$ cat src/rtl/mult_seq_ctrl_if.sv
// Bundle of the handshake signals for the sequential multiplier controller.
//
// Handshake rules (apply to both the operand and the product channel):
//   A transfer happens on a rising clk edge where valid && ready are both 1.
//   Once valid is raised the sender holds valid and its data stable until the
//   transfer; ready may change freely and never depends combinationally on valid.
//
// Signals
//   clr        producer -> ctrl   synchronous abort back to IDLE
//   in_valid   producer -> ctrl   operand pair valid
//   in_ready   ctrl -> producer   controller can accept operands
//   a_in       producer -> ctrl   multiplicand, unsigned, A_W bits
//   b_in       producer -> ctrl   multiplier, unsigned, B_W bits
//   out_valid  ctrl -> consumer   product valid
//   out_ready  consumer -> ctrl   consumer accepts product
//   p_out      ctrl -> consumer   product a*b, A_W+B_W bits
//   busy       ctrl -> observer   high while an operation is in RUN or DONE
//
// Modports: master = producer/consumer side, slave = the controller.
interface mult_seq_ctrl_if #(
  parameter int A_W = 4,
  parameter int B_W = 3
);
  logic               clr;
  logic               in_valid;
  logic               in_ready;
  logic [A_W-1:0]     a_in;
  logic [B_W-1:0]     b_in;
  logic               out_valid;
  logic               out_ready;
  logic [A_W+B_W-1:0] p_out;
  logic               busy;

  modport master (
    output clr, in_valid, a_in, b_in, out_ready,
    input  in_ready, out_valid, p_out, busy
  );

  modport slave (
    input  clr, in_valid, a_in, b_in, out_ready,
    output in_ready, out_valid, p_out, busy
  );
endinterface

$ cat src/rtl/mult_seq_ctrl.sv
// Sequential shift-add multiplier controller.
//
// Accepts an unsigned a_in x b_in pair over a valid/ready handshake, then
// performs one A_W-bit add and one right shift per multiplier bit (B_W steps),
// reusing a single adder. The product is held on p_out with out_valid until
// the consumer takes it; only then does the controller return to IDLE.
//
// Ports
//   clk        rising-edge clock
//   rst_n      asynchronous active-low reset
//   bus        mult_seq_ctrl_if.slave (clr, operand and product handshakes, busy)
//   dbg_state  current FSM state (0=IDLE, 1=RUN, 2=DONE)
module mult_seq_ctrl #(
  parameter int A_W = 4,
  parameter int B_W = 3
) (
  input  logic        clk,
  input  logic        rst_n,
  mult_seq_ctrl_if.slave bus,
  output logic [1:0]  dbg_state
);

  localparam int P_W   = A_W + B_W;
  localparam int CNT_W = (B_W > 1) ? $clog2(B_W) : 1;
  localparam logic [CNT_W-1:0] CNT_LAST = CNT_W'(B_W - 1);

  typedef enum logic [1:0] {
    IDLE = 2'd0,
    RUN  = 2'd1,
    DONE = 2'd2
  } state_t;

  state_t           state;
  logic [A_W-1:0]   mcand;
  logic [P_W-1:0]   p;
  logic [CNT_W-1:0] cnt;
  logic             in_ready_r;
  logic             out_valid_r;
  logic             busy_r;
  logic [P_W-1:0]   p_out_r;

  // One shift-add step. P holds the partial product in its upper A_W bits and
  // the not-yet-consumed multiplier bits in its lower B_W bits. The sum is
  // A_W+1 bits wide so the carry lands in the new MSB after the shift.
  // The shift is written as a right shift of the concatenation so that B_W=1
  // needs no empty slice.
  logic [A_W-1:0] p_hi;
  logic [A_W:0]   sum;
  logic [P_W-1:0] p_next;

  always_comb begin
    p_hi   = p[P_W-1:B_W];
    sum    = p[0] ? ({1'b0, p_hi} + {1'b0, mcand}) : {1'b0, p_hi};
    p_next = P_W'({sum, p[B_W-1:0]} >> 1);
  end

  always_ff @(posedge clk or negedge rst_n) begin
    if (!rst_n) begin
      state       <= IDLE;
      mcand       <= '0;
      p           <= '0;
      cnt         <= '0;
      in_ready_r  <= 1'b1;
      out_valid_r <= 1'b0;
      busy_r      <= 1'b0;
      p_out_r     <= '0;
    end else if (bus.clr) begin
      // Abort from any state; the last delivered product stays on p_out.
      state       <= IDLE;
      in_ready_r  <= 1'b1;
      out_valid_r <= 1'b0;
      busy_r      <= 1'b0;
    end else begin
      unique case (state)
        IDLE: begin
          if (bus.in_valid && in_ready_r) begin
            mcand      <= bus.a_in;
            p          <= {{A_W{1'b0}}, bus.b_in};
            cnt        <= '0;
            state      <= RUN;
            in_ready_r <= 1'b0;
            busy_r     <= 1'b1;
          end
        end
        RUN: begin
          p   <= p_next;
          cnt <= cnt + 1'b1;
          if (cnt == CNT_LAST) begin
            state       <= DONE;
            out_valid_r <= 1'b1;
            p_out_r     <= p_next;
          end
        end
        DONE: begin
          // in_ready only rises after the return to IDLE, so a new operand is
          // never taken in the same cycle the product leaves.
          if (bus.out_ready) begin
            state       <= IDLE;
            out_valid_r <= 1'b0;
            in_ready_r  <= 1'b1;
            busy_r      <= 1'b0;
          end
        end
        default: begin
          state       <= IDLE;
          in_ready_r  <= 1'b1;
          out_valid_r <= 1'b0;
          busy_r      <= 1'b0;
        end
      endcase
    end
  end

  assign bus.in_ready  = in_ready_r;
  assign bus.out_valid = out_valid_r;
  assign bus.busy      = busy_r;
  assign bus.p_out     = p_out_r;
  assign dbg_state     = state;

endmodule

$ cat src/flat_wrapper.sv
// flat-port wrapper written by rule: the top's interface ports become plain ports
module mult_seq_ctrl_flat 
#(
  parameter int A_W = 4,
  parameter int B_W = 3
)
  (clk, rst_n, dbg_state, bus_clr, bus_in_valid, bus_a_in, bus_b_in, bus_out_ready, bus_in_ready, bus_out_valid, bus_p_out, bus_busy);
  mult_seq_ctrl_if #(.A_W(A_W), .B_W(B_W)) bus_i ();
  input  logic clk;
  input  logic rst_n;
  output logic [1:0] dbg_state;
  input wire logic [$bits(bus_i.clr)-1:0] bus_clr;
  input wire logic [$bits(bus_i.in_valid)-1:0] bus_in_valid;
  input wire logic [$bits(bus_i.a_in)-1:0] bus_a_in;
  input wire logic [$bits(bus_i.b_in)-1:0] bus_b_in;
  input wire logic [$bits(bus_i.out_ready)-1:0] bus_out_ready;
  output wire logic [$bits(bus_i.in_ready)-1:0] bus_in_ready;
  output wire logic [$bits(bus_i.out_valid)-1:0] bus_out_valid;
  output wire logic [$bits(bus_i.p_out)-1:0] bus_p_out;
  output wire logic [$bits(bus_i.busy)-1:0] bus_busy;
  assign bus_i.clr = bus_clr;
  assign bus_i.in_valid = bus_in_valid;
  assign bus_i.a_in = bus_a_in;
  assign bus_i.b_in = bus_b_in;
  assign bus_i.out_ready = bus_out_ready;
  assign bus_in_ready = bus_i.in_ready;
  assign bus_out_valid = bus_i.out_valid;
  assign bus_p_out = bus_i.p_out;
  assign bus_busy = bus_i.busy;
  mult_seq_ctrl #(.A_W(A_W), .B_W(B_W)) u_core (.clk(clk), .rst_n(rst_n), .bus(bus_i), .dbg_state(dbg_state));
endmodule
$ cat config.mk
export PLATFORM = sky130hd
export DESIGN_NAME = mult_seq_ctrl_flat
export DESIGN_NICKNAME = d
export VERILOG_FILES = /design/src/rtl/mult_seq_ctrl_if.sv /design/src/rtl/mult_seq_ctrl.sv /design/src/flat_wrapper.sv
export SDC_FILE = /design/constraint.sdc
export NUM_CORES = 1
export LEC_CHECK = 0
export ABC_AREA = 1
export ABC_CLOCK_PERIOD_IN_PS = 4400
export CORE_ASPECT_RATIO = 0.9
export CORE_MARGIN = 2
export CORE_UTILIZATION = 46
export CTS_CLUSTER_SIZE = 20
export DETAILED_ROUTE_END_ITERATION = 12
export GPL_TIMING_DRIVEN = 0
export PLACE_DENSITY = 0.84
export SYNTH_ARGS = -nofsm -noshare
export SYNTH_HDL_FRONTEND = slang
export SYNTH_SLANG_ARGS = --single-unit
$ cat constraint.sdc
create_clock -name clk -period 4.4 [get_ports clk]
set_clock_uncertainty 0.05 [all_clocks]
set_input_delay 1.32 -clock clk [delete_from_list [all_inputs] [get_ports clk]]
set_output_delay 1.32 -clock clk [all_outputs]
set_load 0.01 [all_outputs]
* Word level (Yosys, flattened, before mapping)
Index checks and enable logic that the tools add are counted.
** Cells by class
- Bitwise operators :: 1
- Reduce and logical (&&, ||, !) cells :: 9
- Mux-type cells :: 21
- Add/sub/neg operators :: 2
- Equality and inequality tests :: 9
** Operators with widths (number)
- $reduce_and A3 Y1 :: 6
- $pmux W7 S2 :: 1
- $mux W2 :: 5
- $pmux W1 S3 :: 3
- $mux W1 :: 8
- $mux W7 :: 1
- $ne A3 B2 Y1 const B :: 2
- $pmux W2 S3 :: 1
- $add A4 B4 Y5 :: 1
- $mux W5 :: 1
- $eq A2 B2 Y1 const B :: 2
- $ne A2 B2 Y1 const B :: 2
- $pmux W2 S2 :: 1
- $ne A3 B3 Y1 const B :: 1
- $add A2 B1 Y2 const B :: 1
- $eq A2 B1 Y1 const B :: 1
- $logic_not A2 Y1 :: 1
- $ne A2 B1 Y1 const B :: 1
- $reduce_bool A2 Y1 :: 1
- $logic_and A1 B1 Y1 :: 1
- $not A1 Y1 :: 1
** Word-level totals
- Bits of input ports :: 12
- Output and inout port bits :: 12
- Register bits :: 25

* Logic depth before layout (Yosys ltp)
- Depth in word-level cells :: 4
- Mapped depth :: 8
- Mapped depth without buffers :: 7

* Worst setup path after synthesis
No wires, ideal clock.
- Kind :: input to register
- From :: in bus_clr
- To :: reg u_core.p_out_r[3] (netlist: u_core.bus.p_out[3])
- Setup time :: 125 ps
- Buffers on the path :: 1
- Data arrival time :: 1924 ps
- Cell stages on the path :: 7
- Path slack :: 2301 ps
- Cell sequence :: nor2_4 nand2_4 nor2_4 inv_2 buf_6 nand2_1 o21ai_1
** On the way
- Word-level cells in the longest chain between the ends :: 2
** RTL lines
- from (decl) :: line flat_wrapper.sv:12 : input wire logic [$bits(bus_i.clr)-1:0] bus_clr;
- $not A1 Y1 (no source line)
- $reduce_and A3 Y1 (no source line)
- to (signal assigned) :: line mult_seq_ctrl.sv:91 : p_out_r <= p_next;
- to (decl) :: line mult_seq_ctrl.sv:40 : logic [P_W-1:0] p_out_r;
Every way passes these cells.
A chain may end at the register's enable or synchronous reset.

* Worst setup path in the final report
- From :: reg u_core.state[1] (netlist: u_core.dbg_state[1])
- To :: out dbg_state[1]
** RTL lines
- from (decl) :: line mult_seq_ctrl.sv:33 : state_t state;
- from (signal assigned) :: line mult_seq_ctrl.sv:59 : state <= IDLE;
- from (signal assigned) :: line mult_seq_ctrl.sv:69 : state <= IDLE;
- from (signal assigned) :: line mult_seq_ctrl.sv:80 : state <= RUN;
- to (decl) :: line flat_wrapper.sv:11 : output logic [1:0] dbg_state;
No word-level cell between the ends.

==> flow_summary.toml <==
[critical_path]
r2r_start = "u_core.p[3]$_DFFE_PN0P_"
critPathKind = "flop to output port"
cpMaxStageDelayCell = "clkdlybuf4s50_1"
worstPathMaxFanout = 6
cp-start-kind = "flop"
cp.depth = 1
crit_chain = "clkdlybuf4s50_1"
endpoint = "dbg_state[1]"
r2r_cells = 6
setup.worst_path.start = "u_core.dbg_state[1]$_DFFE_PN0P_"
slowest_delay_ns = 0.59
required_ns = 3.03
r2r_setup_slack_ns = 2.66
worstPathArrival_ns = 1.41
crit_buf_inv = 1
end_kind = "output port"
reg2reg_to = "u_core.p[6]$_DFFE_PN0P_"
crit_family = "buffers and inverters"

[route]
dr.pass1.iters = 4
dr_total_vias = 1022
viasPerCell = 5.16
drt_iter0_drc = 28
wl_per_cell_um = 12.6
ant_nets = 0
remaining_drc_errors = 0
routed_wirelength_um = 2490

[hold_path]
min_path_type = "flop to flop"

[clock_network]
cts_post_setup_buffers_inserted = 0
clkTransAtPathRegs_ns = 0.13
ctsResizeCount = 0
clock_latency_ns = 0.32
clock_path_buffers = 2
cts_root_buffer = "clkbuf_4"
ctsHoldBuffers = 0
htree_levels = 1
cts_tree = "built"
numCtsBuffers = 3
cts_sinks = 25

[placed_design]
numPortBuffers = 23
dp.cells = 194
post_dp_cell_area_sq_um = 1490
dp_hpwl_um = 1930
gp_congestion = 0.768

[cells_and_area]
layout-drive-gt1-share_pct = 7.06
fin_nets = 189
final_cell_mix = "45 x nand2_1, 24 x dfrtp_1, 23 x clkdlybuf4s50_1"
fin_util_pct = 61.0
final_common_cell = "nand2_1"
antenna_cells = 0
fin_area_sq_um = 1520
area_growth_syn_to_layout_pct = 23.8
final_cells = 198

[status]
outcome = "finished clean"

[timing]
fin_crit_sh_pct = 63.2
slew_headroom_pct = 28.0
tightest_slew_ns = 1.08
maxSlewViolCount = 0
hold_viol = 0
fin_setup_tns_ns = 0
fmax_mhz = 360
fin_crit_ns = 2.78
finalSetupViolations = 0
rsz0062_at_grt = "no"

[floorplanning]
start_util_pct = 49.3
die-area_sq_um = 3100
io_pins = 24
rows = 17
dieWidth_um = 58.5
core_area_sq_um = 2490
fp.dieH_um = 53.0

[global_routing]
grt_usage_pct = 18.4
grt_overflow = 0
grt_pass1_wl_um = 4200
grt_pass1_vias = 988
grt_antenna_before_repair = 0
grt_max_degree = 26

[logic_synthesis]
mappedNetlistArea_sq_um = 1230
synth.area.top_cells = "dfrtp_1 49%, nand2_1 14%, ha_1 5.1%"
ys_warn_count = 0
yosys.area.top_type_share_pct = 48.9
synth_seq_cells = 25
synth_cells = 143
synth_largest_area_cell = "dfrtp_1"
ys_types = 23
ys_seq_area_share_pct = 51.1
synth_area_per_cell_sq_um = 8.58
syn-num-nets = 161

[run]
cap_violations = 0

[power_and_ir_drop]
power_mw = 0.825
ir_worst_vdd_mv = 0.346
cellPowerDensity_nw_per_um2 = 543
p_leak_nw = 0.744
layer usage:
metal | GRT usage (%) | vias up | part of all wire, %
met5 | 0 | - | 0
met4 | 9.30 | 0 | 1.4
met3 | 2.93 | 4 | 3.3
met2 | 30.0 | 19 | 50
met1 | 23.8 | 483 | 45
li1 | - | 516 | -
cells by family after synthesis:
kind of cell	count (synthesis)	share of synthesized area, %
AOI/OAI and AO/OA	25	11.0
adders and majority gates	6	6.73
and+or+nand+nor	69	25.1
DFF	25	51.1
buffers and inverters	18	6.12
metrics by stage:
step           setup WS [ns]  hold WS, ns
4_1_cts                 1.61        0.447
2_1_floorplan           2.30        0.396
6_report                1.62        0.444
5_1_grt                 1.58        0.482
3_5_place_dp            1.64        0.415
3_3_place_gp            1.68        0.406
how the worst min path moves through the flow:
stage | from | endpoint | depth (start not counted)
after global placement | u_core.bus.busy$_DFFE_PN0P_ | u_core.bus.busy$_DFFE_PN0P_ | 2
after CTS | u_core.bus.p_out[2]$_DFFE_PN0P_ | u_core.bus.p_out[2]$_DFFE_PN0P_ | 2
after floorplan | u_core.mcand[0]$_DFFE_PN0P_ | u_core.mcand[0]$_DFFE_PN0P_ | 2
after detailed placement | u_core.bus.p_out[2]$_DFFE_PN0P_ | u_core.bus.p_out[2]$_DFFE_PN0P_ | 2
after global routing | u_core.bus.p_out[3]$_DFFE_PN0P_ | u_core.bus.p_out[3]$_DFFE_PN0P_ | 2
final | u_core.bus.p_out[2]$_DFFE_PN0P_ | u_core.bus.p_out[2]$_DFFE_PN0P_ | 2
sequential cells by signal (all words and copies together), names as in the netlist:
name / cells
u_core.bus.busy: 1
u_core.mcand: 4
u_core.bus.p_out: 7
u_core.bus.out_valid: 1
u_core.p: 7
u_core.dbg_state: 2
u_core.cnt: 2
u_core.bus.in_ready: 1
worst reg2reg max path, stage by stage (launching register included):
cell and delay (ns):
dfrtp_1 0.41, ha_1 0.26, fa_1 0.42, a21oi_1 0.21, o21bai_1 0.11, nand2_1 0.10, o21ai_0 0.08
cell type report:
type	instances	area, sq um
Buffer	2	15.0
Clock buffer	4	26.3
Fill cell	216	970
Inverter	16	60.1
Multi-Input combinational cell	100	526
Sequential cell	25	627
Tap cell	28	35.0
Timing Repair Buffer	23	230
cells in the mapped netlist (all sizes together):
library cell and number:
nand2 47, nand3 12, nor2 8, o211ai 1, dfstp 1, a31oi 1, o21bai 1, a21oi 3
clkbuf 1, inv 16, buf 1, ha 5, o21ai 16, dfrtp 24, o22ai 3, or2 1
nor3 1, fa 1
report_power, final:
| part | leakage, nW | switching [mW] | internal (mW) |
|---|---|---|---|
| combinational | 0.403 | 0.201 | 0.159 |
| sequential | 0.326 | 0.0526 | 0.309 |
| clock | 0.0150 | 0.0672 | 0.0355 |
(Power assumes the default switching activity.)
